===== src/rtl/vgabuffer_arbiter_if.sv =====
// Bus bundle between the display pipeline, the drawing engine, the
// frame-buffer arbiter and the frame buffer.
// slave  : the arbiter's view of the bundle.
// master : the environment's view (both requesters plus the buffer).
interface vgabuffer_arbiter_if;
  // scan-out requester
  logic        scan_req;
  logic [11:0] scan_x;
  logic [11:0] scan_y;
  logic        scan_ack;
  logic        scan_rvalid;
  logic [11:0] scan_rdata;
  // drawing engine
  logic        draw_req;
  logic        draw_wen;
  logic [11:0] draw_x;
  logic [11:0] draw_y;
  logic [11:0] draw_wdata;
  logic        draw_ack;
  logic        draw_rvalid;
  logic [11:0] draw_rdata;
  // frame buffer
  logic [11:0] buf_x;
  logic [11:0] buf_y;
  logic [11:0] buf_wdata;
  logic        buf_select;
  logic        buf_wen;
  logic [11:0] buf_rdata;
  // status
  logic        busy;

  modport slave (
    input  scan_req, scan_x, scan_y,
    input  draw_req, draw_wen, draw_x, draw_y, draw_wdata,
    input  buf_rdata,
    output scan_ack, scan_rvalid, scan_rdata,
    output draw_ack, draw_rvalid, draw_rdata,
    output buf_x, buf_y, buf_wdata, buf_select, buf_wen,
    output busy
  );

  modport master (
    output scan_req, scan_x, scan_y,
    output draw_req, draw_wen, draw_x, draw_y, draw_wdata,
    output buf_rdata,
    input  scan_ack, scan_rvalid, scan_rdata,
    input  draw_ack, draw_rvalid, draw_rdata,
    input  buf_x, buf_y, buf_wdata, buf_select, buf_wen,
    input  busy
  );
endinterface


===== src/rtl/vgabuffer_arbiter.sv =====
// Frame-buffer arbiter: serialises scan-out reads and draw reads/writes
// into fixed slots (IDLE -> ACCESS x SLOT_CYCLES -> CAPTURE) on the
// single-ported 320x240x12 buffer. Scan wins ties, except that draw is
// forced after STARVE_LIMIT consecutive scan grants made while draw waits.
// Out-of-range accesses keep slot timing but never select the buffer;
// their reads return 12'h000.
// Optional: define VGABUFFER_ARBITER_STATS_EN to add the saturating
// oob_count and starve_events outputs.
module vgabuffer_arbiter #(
  parameter int BUFFER_X     = 320,
  parameter int BUFFER_Y     = 240,
  parameter int SLOT_CYCLES  = 4,
  parameter int STARVE_LIMIT = 8
) (
  input  logic               aclk4,
  input  logic               aresetn,
  vgabuffer_arbiter_if.slave bus
`ifdef VGABUFFER_ARBITER_STATS_EN
  ,
  output logic [15:0]        oob_count,
  output logic [15:0]        starve_events
`endif
);

  localparam int          CW         = $clog2(SLOT_CYCLES);
  localparam int          SW         = $clog2(STARVE_LIMIT + 1);
  localparam logic [CW-1:0] SLOT_LOAD  = CW'(SLOT_CYCLES - 1);
  localparam logic [SW-1:0] STARVE_MAX = SW'(STARVE_LIMIT);
  localparam logic [11:0] X_LIM      = 12'(BUFFER_X);
  localparam logic [11:0] Y_LIM      = 12'(BUFFER_Y);

  typedef enum logic [1:0] {IDLE, ACCESS, CAPTURE} state_e;
  typedef enum logic {OWN_SCAN, OWN_DRAW} owner_e;

  state_e        state_q, state_d;
  logic [CW-1:0] slot_q, slot_d;
  logic [SW-1:0] starve_q, starve_d;
  logic [11:0]   buf_x_q, buf_y_q, buf_wdata_q;
  logic          wen_q;
  logic          in_range_q;
  owner_e        owner_q;
  logic [11:0]   scan_rdata_q, draw_rdata_q;

  logic          idle_live;
  logic          starved;
  logic          draw_go, scan_go, grant;
  logic [11:0]   sel_x, sel_y;
  logic          sel_in_range;
  logic          rd_capture;
  logic [11:0]   cap_data;

  // Arbitration for the current IDLE cycle. The ack is a Mealy output of
  // IDLE, so it is also qualified by aresetn to keep it low during reset.
  always_comb begin
    idle_live    = (state_q == IDLE) && aresetn;
    starved      = (starve_q == STARVE_MAX);
    draw_go      = idle_live && bus.draw_req && (!bus.scan_req || starved);
    scan_go      = idle_live && bus.scan_req && !draw_go;
    grant        = draw_go || scan_go;
    sel_x        = draw_go ? bus.draw_x : bus.scan_x;
    sel_y        = draw_go ? bus.draw_y : bus.scan_y;
    sel_in_range = (sel_x < X_LIM) && (sel_y < Y_LIM);
  end

  // State register.
  always_ff @(posedge aclk4 or negedge aresetn) begin
    if (!aresetn) begin
      state_q <= IDLE;
      slot_q  <= '0;
    end else begin
      // NOTE: sequential state uses non-blocking assignments so every flop
      // samples pre-edge values regardless of process ordering.
      state_q <= state_d;
      slot_q  <= slot_d;
    end
  end

  // Next-state logic: one IDLE cycle, SLOT_CYCLES ACCESS cycles, one CAPTURE.
  always_comb begin
    // NOTE: defaults first, so no path through this block leaves a
    // variable unassigned and infers a latch.
    state_d = state_q;
    slot_d  = slot_q;
    unique case (state_q)
      IDLE: begin
        if (grant) begin
          state_d = ACCESS;
          slot_d  = SLOT_LOAD;
        end
      end
      ACCESS: begin
        if (slot_q == '0) state_d = CAPTURE;
        else              slot_d  = slot_q - 1'b1;
      end
      CAPTURE: state_d = IDLE;
      default: state_d = IDLE;
    endcase
  end

  // Output decode from state plus the latched slot owner and operands.
  always_comb begin
    rd_capture      = (state_q == CAPTURE) && !wen_q;
    cap_data        = in_range_q ? bus.buf_rdata : 12'h000;
    bus.scan_ack    = scan_go;
    bus.draw_ack    = draw_go;
    bus.buf_select  = (state_q == ACCESS) && in_range_q;
    bus.buf_wen     = (state_q == ACCESS) && in_range_q && wen_q;
    bus.busy        = (state_q != IDLE);
    bus.scan_rvalid = rd_capture && (owner_q == OWN_SCAN);
    bus.draw_rvalid = rd_capture && (owner_q == OWN_DRAW);
    bus.scan_rdata  = bus.scan_rvalid ? cap_data : scan_rdata_q;
    bus.draw_rdata  = bus.draw_rvalid ? cap_data : draw_rdata_q;
  end

  assign bus.buf_x     = buf_x_q;
  assign bus.buf_y     = buf_y_q;
  assign bus.buf_wdata = buf_wdata_q;

  // Starvation counter: counts scan grants while draw waits, clears when
  // draw is granted or stops asking.
  always_comb begin
    starve_d = starve_q;
    if (!bus.draw_req || draw_go)  starve_d = '0;
    else if (scan_go && !starved)  starve_d = starve_q + 1'b1;
  end

  // Operand latch at grant, starvation counter and held read-data registers.
  always_ff @(posedge aclk4 or negedge aresetn) begin
    if (!aresetn) begin
      buf_x_q      <= '0;
      buf_y_q      <= '0;
      buf_wdata_q  <= '0;
      wen_q        <= 1'b0;
      in_range_q   <= 1'b0;
      owner_q      <= OWN_SCAN;
      starve_q     <= '0;
      scan_rdata_q <= '0;
      draw_rdata_q <= '0;
    end else begin
      starve_q <= starve_d;
      if (grant) begin
        buf_x_q     <= sel_x;
        buf_y_q     <= sel_y;
        buf_wdata_q <= draw_go ? bus.draw_wdata : 12'h000;
        wen_q       <= draw_go && bus.draw_wen;
        in_range_q  <= sel_in_range;
        owner_q     <= draw_go ? OWN_DRAW : OWN_SCAN;
      end
      if (bus.scan_rvalid) scan_rdata_q <= cap_data;
      if (bus.draw_rvalid) draw_rdata_q <= cap_data;
    end
  end

`ifdef VGABUFFER_ARBITER_STATS_EN
  logic [15:0] oob_count_q, starve_events_q;

  // Saturating event counters for out-of-range and forced-draw grants.
  always_ff @(posedge aclk4 or negedge aresetn) begin
    if (!aresetn) begin
      oob_count_q     <= '0;
      starve_events_q <= '0;
    end else begin
      if (grant && !sel_in_range && (oob_count_q != 16'hFFFF))
        oob_count_q <= oob_count_q + 16'd1;
      if (draw_go && bus.scan_req && starved && (starve_events_q != 16'hFFFF))
        starve_events_q <= starve_events_q + 16'd1;
    end
  end

  assign oob_count     = oob_count_q;
  assign starve_events = starve_events_q;
`endif

endmodule


===== src/flat_wrapper.sv =====
// flat-port wrapper written by rule: the top's interface ports become plain ports
module vgabuffer_arbiter_flat 
#(
  parameter int BUFFER_X     = 320,
  parameter int BUFFER_Y     = 240,
  parameter int SLOT_CYCLES  = 4,
  parameter int STARVE_LIMIT = 8
)
  (aclk4, aresetn, bus_scan_req, bus_scan_x, bus_scan_y, bus_draw_req, bus_draw_wen, bus_draw_x, bus_draw_y, bus_draw_wdata, bus_buf_rdata, bus_scan_ack, bus_scan_rvalid, bus_scan_rdata, bus_draw_ack, bus_draw_rvalid, bus_draw_rdata, bus_buf_x, bus_buf_y, bus_buf_wdata, bus_buf_select, bus_buf_wen, bus_busy);
  vgabuffer_arbiter_if bus_i ();
  input  logic aclk4;
  input  logic aresetn;
  input wire logic [$bits(bus_i.scan_req)-1:0] bus_scan_req;
  input wire logic [$bits(bus_i.scan_x)-1:0] bus_scan_x;
  input wire logic [$bits(bus_i.scan_y)-1:0] bus_scan_y;
  input wire logic [$bits(bus_i.draw_req)-1:0] bus_draw_req;
  input wire logic [$bits(bus_i.draw_wen)-1:0] bus_draw_wen;
  input wire logic [$bits(bus_i.draw_x)-1:0] bus_draw_x;
  input wire logic [$bits(bus_i.draw_y)-1:0] bus_draw_y;
  input wire logic [$bits(bus_i.draw_wdata)-1:0] bus_draw_wdata;
  input wire logic [$bits(bus_i.buf_rdata)-1:0] bus_buf_rdata;
  output wire logic [$bits(bus_i.scan_ack)-1:0] bus_scan_ack;
  output wire logic [$bits(bus_i.scan_rvalid)-1:0] bus_scan_rvalid;
  output wire logic [$bits(bus_i.scan_rdata)-1:0] bus_scan_rdata;
  output wire logic [$bits(bus_i.draw_ack)-1:0] bus_draw_ack;
  output wire logic [$bits(bus_i.draw_rvalid)-1:0] bus_draw_rvalid;
  output wire logic [$bits(bus_i.draw_rdata)-1:0] bus_draw_rdata;
  output wire logic [$bits(bus_i.buf_x)-1:0] bus_buf_x;
  output wire logic [$bits(bus_i.buf_y)-1:0] bus_buf_y;
  output wire logic [$bits(bus_i.buf_wdata)-1:0] bus_buf_wdata;
  output wire logic [$bits(bus_i.buf_select)-1:0] bus_buf_select;
  output wire logic [$bits(bus_i.buf_wen)-1:0] bus_buf_wen;
  output wire logic [$bits(bus_i.busy)-1:0] bus_busy;
  assign bus_i.scan_req = bus_scan_req;
  assign bus_i.scan_x = bus_scan_x;
  assign bus_i.scan_y = bus_scan_y;
  assign bus_i.draw_req = bus_draw_req;
  assign bus_i.draw_wen = bus_draw_wen;
  assign bus_i.draw_x = bus_draw_x;
  assign bus_i.draw_y = bus_draw_y;
  assign bus_i.draw_wdata = bus_draw_wdata;
  assign bus_i.buf_rdata = bus_buf_rdata;
  assign bus_scan_ack = bus_i.scan_ack;
  assign bus_scan_rvalid = bus_i.scan_rvalid;
  assign bus_scan_rdata = bus_i.scan_rdata;
  assign bus_draw_ack = bus_i.draw_ack;
  assign bus_draw_rvalid = bus_i.draw_rvalid;
  assign bus_draw_rdata = bus_i.draw_rdata;
  assign bus_buf_x = bus_i.buf_x;
  assign bus_buf_y = bus_i.buf_y;
  assign bus_buf_wdata = bus_i.buf_wdata;
  assign bus_buf_select = bus_i.buf_select;
  assign bus_buf_wen = bus_i.buf_wen;
  assign bus_busy = bus_i.busy;
  vgabuffer_arbiter #(.BUFFER_X(BUFFER_X), .BUFFER_Y(BUFFER_Y), .SLOT_CYCLES(SLOT_CYCLES), .STARVE_LIMIT(STARVE_LIMIT)) u_core (.aclk4(aclk4), .aresetn(aresetn), .bus(bus_i));
endmodule

===== config.mk =====
export PLATFORM = sky130hd
export DESIGN_NAME = vgabuffer_arbiter_flat
export DESIGN_NICKNAME = d
export VERILOG_FILES = /design/src/rtl/vgabuffer_arbiter_if.sv /design/src/rtl/vgabuffer_arbiter.sv /design/src/flat_wrapper.sv
export SDC_FILE = /design/constraint.sdc
export NUM_CORES = 1
export LEC_CHECK = 0
export ABC_AREA = 1
export BUFFER_PORTS_ARGS = -buffer_cell sky130_fd_sc_hd__buf_2
export CAP_MARGIN = 20
export CORE_UTILIZATION = 37
export DETAILED_ROUTE_END_ITERATION = 7
export GPL_TIMING_DRIVEN = 0
export PLACE_DENSITY_LB_ADDON = 0.05
export SLEW_MARGIN = 20
export SYNTH_ARGS = -nofsm -noshare
export SYNTH_HDL_FRONTEND = slang
export SYNTH_SLANG_ARGS = --single-unit

===== constraint.sdc =====
create_clock -name aclk4 -period 4.1 [get_ports aclk4]
set_input_delay 0.205 -clock aclk4 [delete_from_list [all_inputs] [get_ports aclk4]]
set_output_delay 0.205 -clock aclk4 [all_outputs]
set_load 0.02 [all_outputs]

# Word-level counts from Yosys, hierarchy flattened
# Cells that the tools add are included.
# totals
reg_bits,71
word_cells,65
out_inout_bits,67
in_bits,77
# op_classes
reduce_logical,28
n_lt_le_gt_ge,2
n_addsub,2
mux,15
eq_ne,6
n_bitwise,1
# ops
op,n
two-way mux 12 bit,6
logical AND 1 bit,13
less-than comparator 12 x 8 -> 1 bit (second input constant),1
less-than comparator 12 x 9 -> 1 bit (second input constant),1
two-way mux 2 bit,4
two-way mux 4 bit,2
case mux 2 bit (2 select lines),2
nonzero test 2 bit,3
logical NOT 1 bit,5
adder 4 x 1 -> 4 bit (second input constant),1
== test 4 bit (second input constant),1
logical NOT 2 bit,2
!= test 2 x 1 -> 1 bit (second input constant),2
logical OR 1 bit,3
AND reduction 3 bit,1
== test 2 x 1 -> 1 bit (second input constant),1
== test 2 bit (second input constant),1
!= test 2 bit (second input constant),1
AND reduction 2 bit,1
subtractor 2 x 1 -> 2 bit (second input constant),1
two-way mux 1 bit,1
NOT 1 bit,1

# Depth between registers and ports, before layout
# logic_depth
ltp_word,9
depth_mapped,13
mapped_depth_nobuf,12

# Least setup slack after synthesis
# OpenSTA, ideal clock, no wires.
# synth_path
path_kind,register to output
from,reg u_core.state_q[0]
to,out bus_draw_rdata[0]
required_time_ps,3895
path_buffers,1
t_arrival_ps,1877
path_stages_with_launch,7
setup_slack_ps,2018
path_cell_list,dfrtp_1 -> nor3_1 -> inv_1 -> nor2_1 -> inv_1 -> clkbuf_1 -> o21ai_0
# synth_between
elab_chain_len,4
# synth_rtl
item,line_no,rtl
from (decl),vgabuffer_arbiter.sv:35,"state_e state_q, state_d;"
from (signal assigned),vgabuffer_arbiter.sv:73,state_q <= state_d;
== test 2 bit,vgabuffer_arbiter.sv:102,rd_capture = (state_q == CAPTURE) && !wen_q;
logical AND 1 bit,vgabuffer_arbiter.sv:102,
logical AND 1 bit,vgabuffer_arbiter.sv:110,bus.draw_rvalid = rd_capture && (owner_q == OWN_DRAW);
named net bus_draw_rvalid,flat_wrapper.sv:26,output wire logic [$bits(bus_i.draw_rvalid)-1:0] bus_draw_rvalid;
two-way mux 12 bit,vgabuffer_arbiter.sv:112,bus.draw_rdata = bus.draw_rvalid ? cap_data : draw_rdata_q;
to (decl),flat_wrapper.sv:27,output wire logic [$bits(bus_i.draw_rdata)-1:0] bus_draw_rdata;
# The timed path passes the listed nets, and every way through them passes these cells.

# Worst setup path in the final report
# layout_path
from,reg u_core.starve_q[0]
to,out bus_scan_ack
# layout_between
elab_chain_len,5
# layout_rtl
item,line_no,rtl
from (decl),vgabuffer_arbiter.sv:37,"logic [SW-1:0] starve_q, starve_d;"
from (signal assigned),vgabuffer_arbiter.sv:140,starve_q <= starve_d;
== test 4 bit,vgabuffer_arbiter.sv:56,starved = (starve_q == STARVE_MAX);
logical OR 1 bit,vgabuffer_arbiter.sv:57,draw_go = idle_live && bus.draw_req && (!bus.scan_req || starved);
logical AND 1 bit,vgabuffer_arbiter.sv:57,
logical NOT 1 bit,vgabuffer_arbiter.sv:58,scan_go = idle_live && bus.scan_req && !draw_go;
logical AND 1 bit,vgabuffer_arbiter.sv:58,
to (decl),flat_wrapper.sv:22,output wire logic [$bits(bus_i.scan_ack)-1:0] bus_scan_ack;
# No other way between the ends.

==> out/metrics.yaml <==
pwr:
  swShare: 0.397
  power.switching_mw: 1.28
  p_clk_frac: 0.233
  powerDensity_nw_per_um2: 750
  power_frac_comb: 0.416
  power.leakage_nw: 2.27
  power.internal_mw: 1.94
  pwr-share-seq: 0.351
  vdd_drop_max_v: 0.000234
  power_mw: 3.21
critical_path:
  cp.required_ps: 3890
  startpoint_type: "register"
  critPathMaxFanout: 10
  r2r_slack_ps: 2230
  worstPathArrival_ps: 2130
  crit_path_end_kind: "output pin"
  r2r-start: "u_core.starve_q[0]"
  worstSetupPathType: "reg -> out"
  r2r-end: "u_core.bus.buf_wdata[10]"
  r2r_cells: 9
clock_network:
  h-tree-depth: 3
  cts_tree: "done"
  cts_buffers: 9
  ctsLongestPathBuffers: 2
  cts.sinks: 71
  cts_root_buffer: "clkbuf_8"
  post_cts_resized: 0
  clk_latency_ps: 350
  cts.clk_slew.worst_paths_ps: 80
  cts_setup_buffers: 0
yosys:
  yosys_warnings: 0
  synth_cell_type_count: 24
  synth-main-ff-cell: "dfrtp_1"
  ys_seq_area_frac: 0.567
  yosys.area.top_type: "dfrtp_1"
  syn-mean-instance-area_um2: 8.93
  synthCells: 351
  synth.top_cell.area_share: 0.567
  synth-edff-count: 0
  ys_async_sr_fraction: 1.00
  syn-cell-area_um2: 3130
  yosys_register_bits: 71
  synth_nets: 431
  yosysMostFrequentCell: "nand2_1"
  synth.area.top_cells: "dfrtp_1, nand2_1, o21ai_0, nor2_1, a31oi_1"
  synth_common_cells: "nand2_1, dfrtp_1, nor2_1"
placed_design:
  io_buffers: 143
  gp_congestion: 0.796
  place_inst: 600
  place_hpwl_um: 6470
  placed_area_um2: 4010
finish:
  drive_above_1_share: 0.358
  fin_area_um2: 4290
  area_growth_pct: 36.8
  final_nets: 587
  antennaDiodeCount: 0
  instances_no_fill: 616
  fill_cells: 797
die:
  fp-row-count: 33
  initial_core_util: 0.381
  die-area_um2: 8840
  core_area_um2: 8220
  num_io_pins: 144
  die_w_um: 94.0
  fp.dieH_um: 94.0
routing:
  ant_nets: 0
  routedWlPerCell_um: 13.8
  drtIter0Drc: 101
  totalWireLength_um: 8530
  vias_per_cell: 4.74
  vias: 2920
  drc: 0
  firstDrtPassIters: 4
timing:
  worstMarginPinSlew_ps: 533
  finalMaxSlewViolations: 0
  period_share: 0.569
  setup_violations: 0
  rsz0062_at_grt: "no"
  post-route-min-period_ps: 2330
  timing.fmax_mhz: 429
  finalClockSkew_ps: 7.69
  fin_setup_tns_ps: 0
  slew_headroom: 0.645
  hold_viol: 0
global_routing:
  antenna_found_initial: 0
  grt_max_degree: 53
  grt_overflow: 0
  grt_usage: 0.205
  grt_pass1_vias: 2782
  grt_pass1_wl_um: 13500
min_path:
  hold_path_class: "in -> reg"
  holdCritStartpoint: "bus_draw_wen"
  holdPathEnd: "u_core.wen_q"
  whs_path_depth: 3
run_status:
  run_status: "finished, final reports clean"
flow_run:
  cap_violations: 0
## worst max path at each step
stage | endpoint | cells after the start | slack, ps | start
finish | bus_scan_ack | 10 | 1770 | u_core.starve_q[0]
global route | bus_draw_rdata[7] | 7 | 1590 | u_core.state_q[0]
CTS | bus_scan_ack | 10 | 1720 | aresetn
detailed placement | bus_scan_ack | 10 | 2130 | u_core.starve_q[0]
global placement | bus_scan_ack | 9 | 1110 | aresetn
floorplan | bus_draw_rdata[0] | 6 | 2020 | u_core.state_q[0]
## critical path, stage by stage, from the launching register on
cell,delay (ps)
dfrtp_1,400
inv_1,70
ha_1,200
nand3_1,80
nand2_1,150
nand2_2,140
buf_6,140
clkinv_2,150
buf_4,210
nor2_1,80
buf_2,170
## cell usage in the layout (no fill, tap or decap)
master         synthesis  routed
inv_2                  2       2
clkinv_2               1       1
o21ai_1                4       4
dfrtp_1               71      71
ha_1                   3       3
dlygate4sd3_1          0       1
clkbuf_8               0      10
nor2_8                 1       1
and3_1                 1       1
nand2_1               98      98
o21ai_0               30      30
a22o_1                12      12
inv_6                  0       1
nor2_2                 2       2
bufinv_16              0       4
buf_4                  3       4
a31oi_1               20      20
buf_2                  6     148
o21ai_2                1       1
nor3_1                 5       5
a21oi_1                5       5
nand3b_1               2       2
nand3_1               14      14
clkbuf_1               5       5
nor2_1                36      36
buf_16                 0       1
buf_6                  4       4
inv_1                 21      21
nand2_2                4       4
## area by class of cell
cell class / count / area [um^2] / share of cell area
clock inverters: 5 / 129 / 0.0301
repair buffers: 145 / 756 / 0.176
inverters: 24 / 91.3 / 0.0213
well taps: 105 / 131 / 0.0306
flip-flops and latches: 71 / 1780 / 0.414
plain buffers: 18 / 116 / 0.0271
multi-input cells: 238 / 1150 / 0.268
clock buffers: 10 / 138 / 0.0321
## logic make-up after synthesis
family | Yosys count | share of synthesized area
AOI/OAI and AO/OA | 72 | 0.139
and+or+nand+nor | 163 | 0.216
adders and majority gates | 3 | 0.0120
DFF | 71 | 0.567
buffers and inverters | 42 | 0.0663
## state kept, by name, indices dropped and copies added (netlist names)
register and cells:
u_core.owner_q 1, u_core.scan_rdata_q 12, u_core.in_range_q 1, u_core.bus.buf_wdata 12, u_core.state_q 2, u_core.starve_q 4, u_core.bus.buf_x 12, u_core.draw_rdata_q 12
u_core.slot_q 2, u_core.bus.buf_y 12, u_core.wen_q 1
## per-layer routing
layer	vias to the layer above	wire length (um)	global-route usage
met5	-	0	0
met4	0	213	0.112
met3	17	447	0.0469
met2	100	3950	0.320
met1	1336	3910	0.262
li1	1467	-	-
## what timing repair did
| item | CTS | global route |
|---|---|---|
| hold endpoints to repair | 19 | 0 |
| hold buffers | 1 | 0 |
| setup endpoints to repair | 0 | 0 |
## power groups by stage
stage,combinational (mW),sequential [mW],clock [mW]
finish,1.34,1.13,0.748
detailed placement,1.35,1.14,0
CTS,1.35,1.13,0.763
floorplan,0.677,1.32,0
global placement,1.33,1.13,0
global route,1.49,1.16,0.794
## metrics by stage
stage,hold slack (ps),util,worst slack (ps)
2_1_floorplan,-90.6,-,2020
3_3_place_gp,418,0.484,1110
3_5_place_dp,122,0.488,2130
4_1_cts,54.6,0.522,1720
5_1_grt,53.0,0.522,1590
6_report,62.7,0.522,1770
Power figures use the tool's default switching activity.
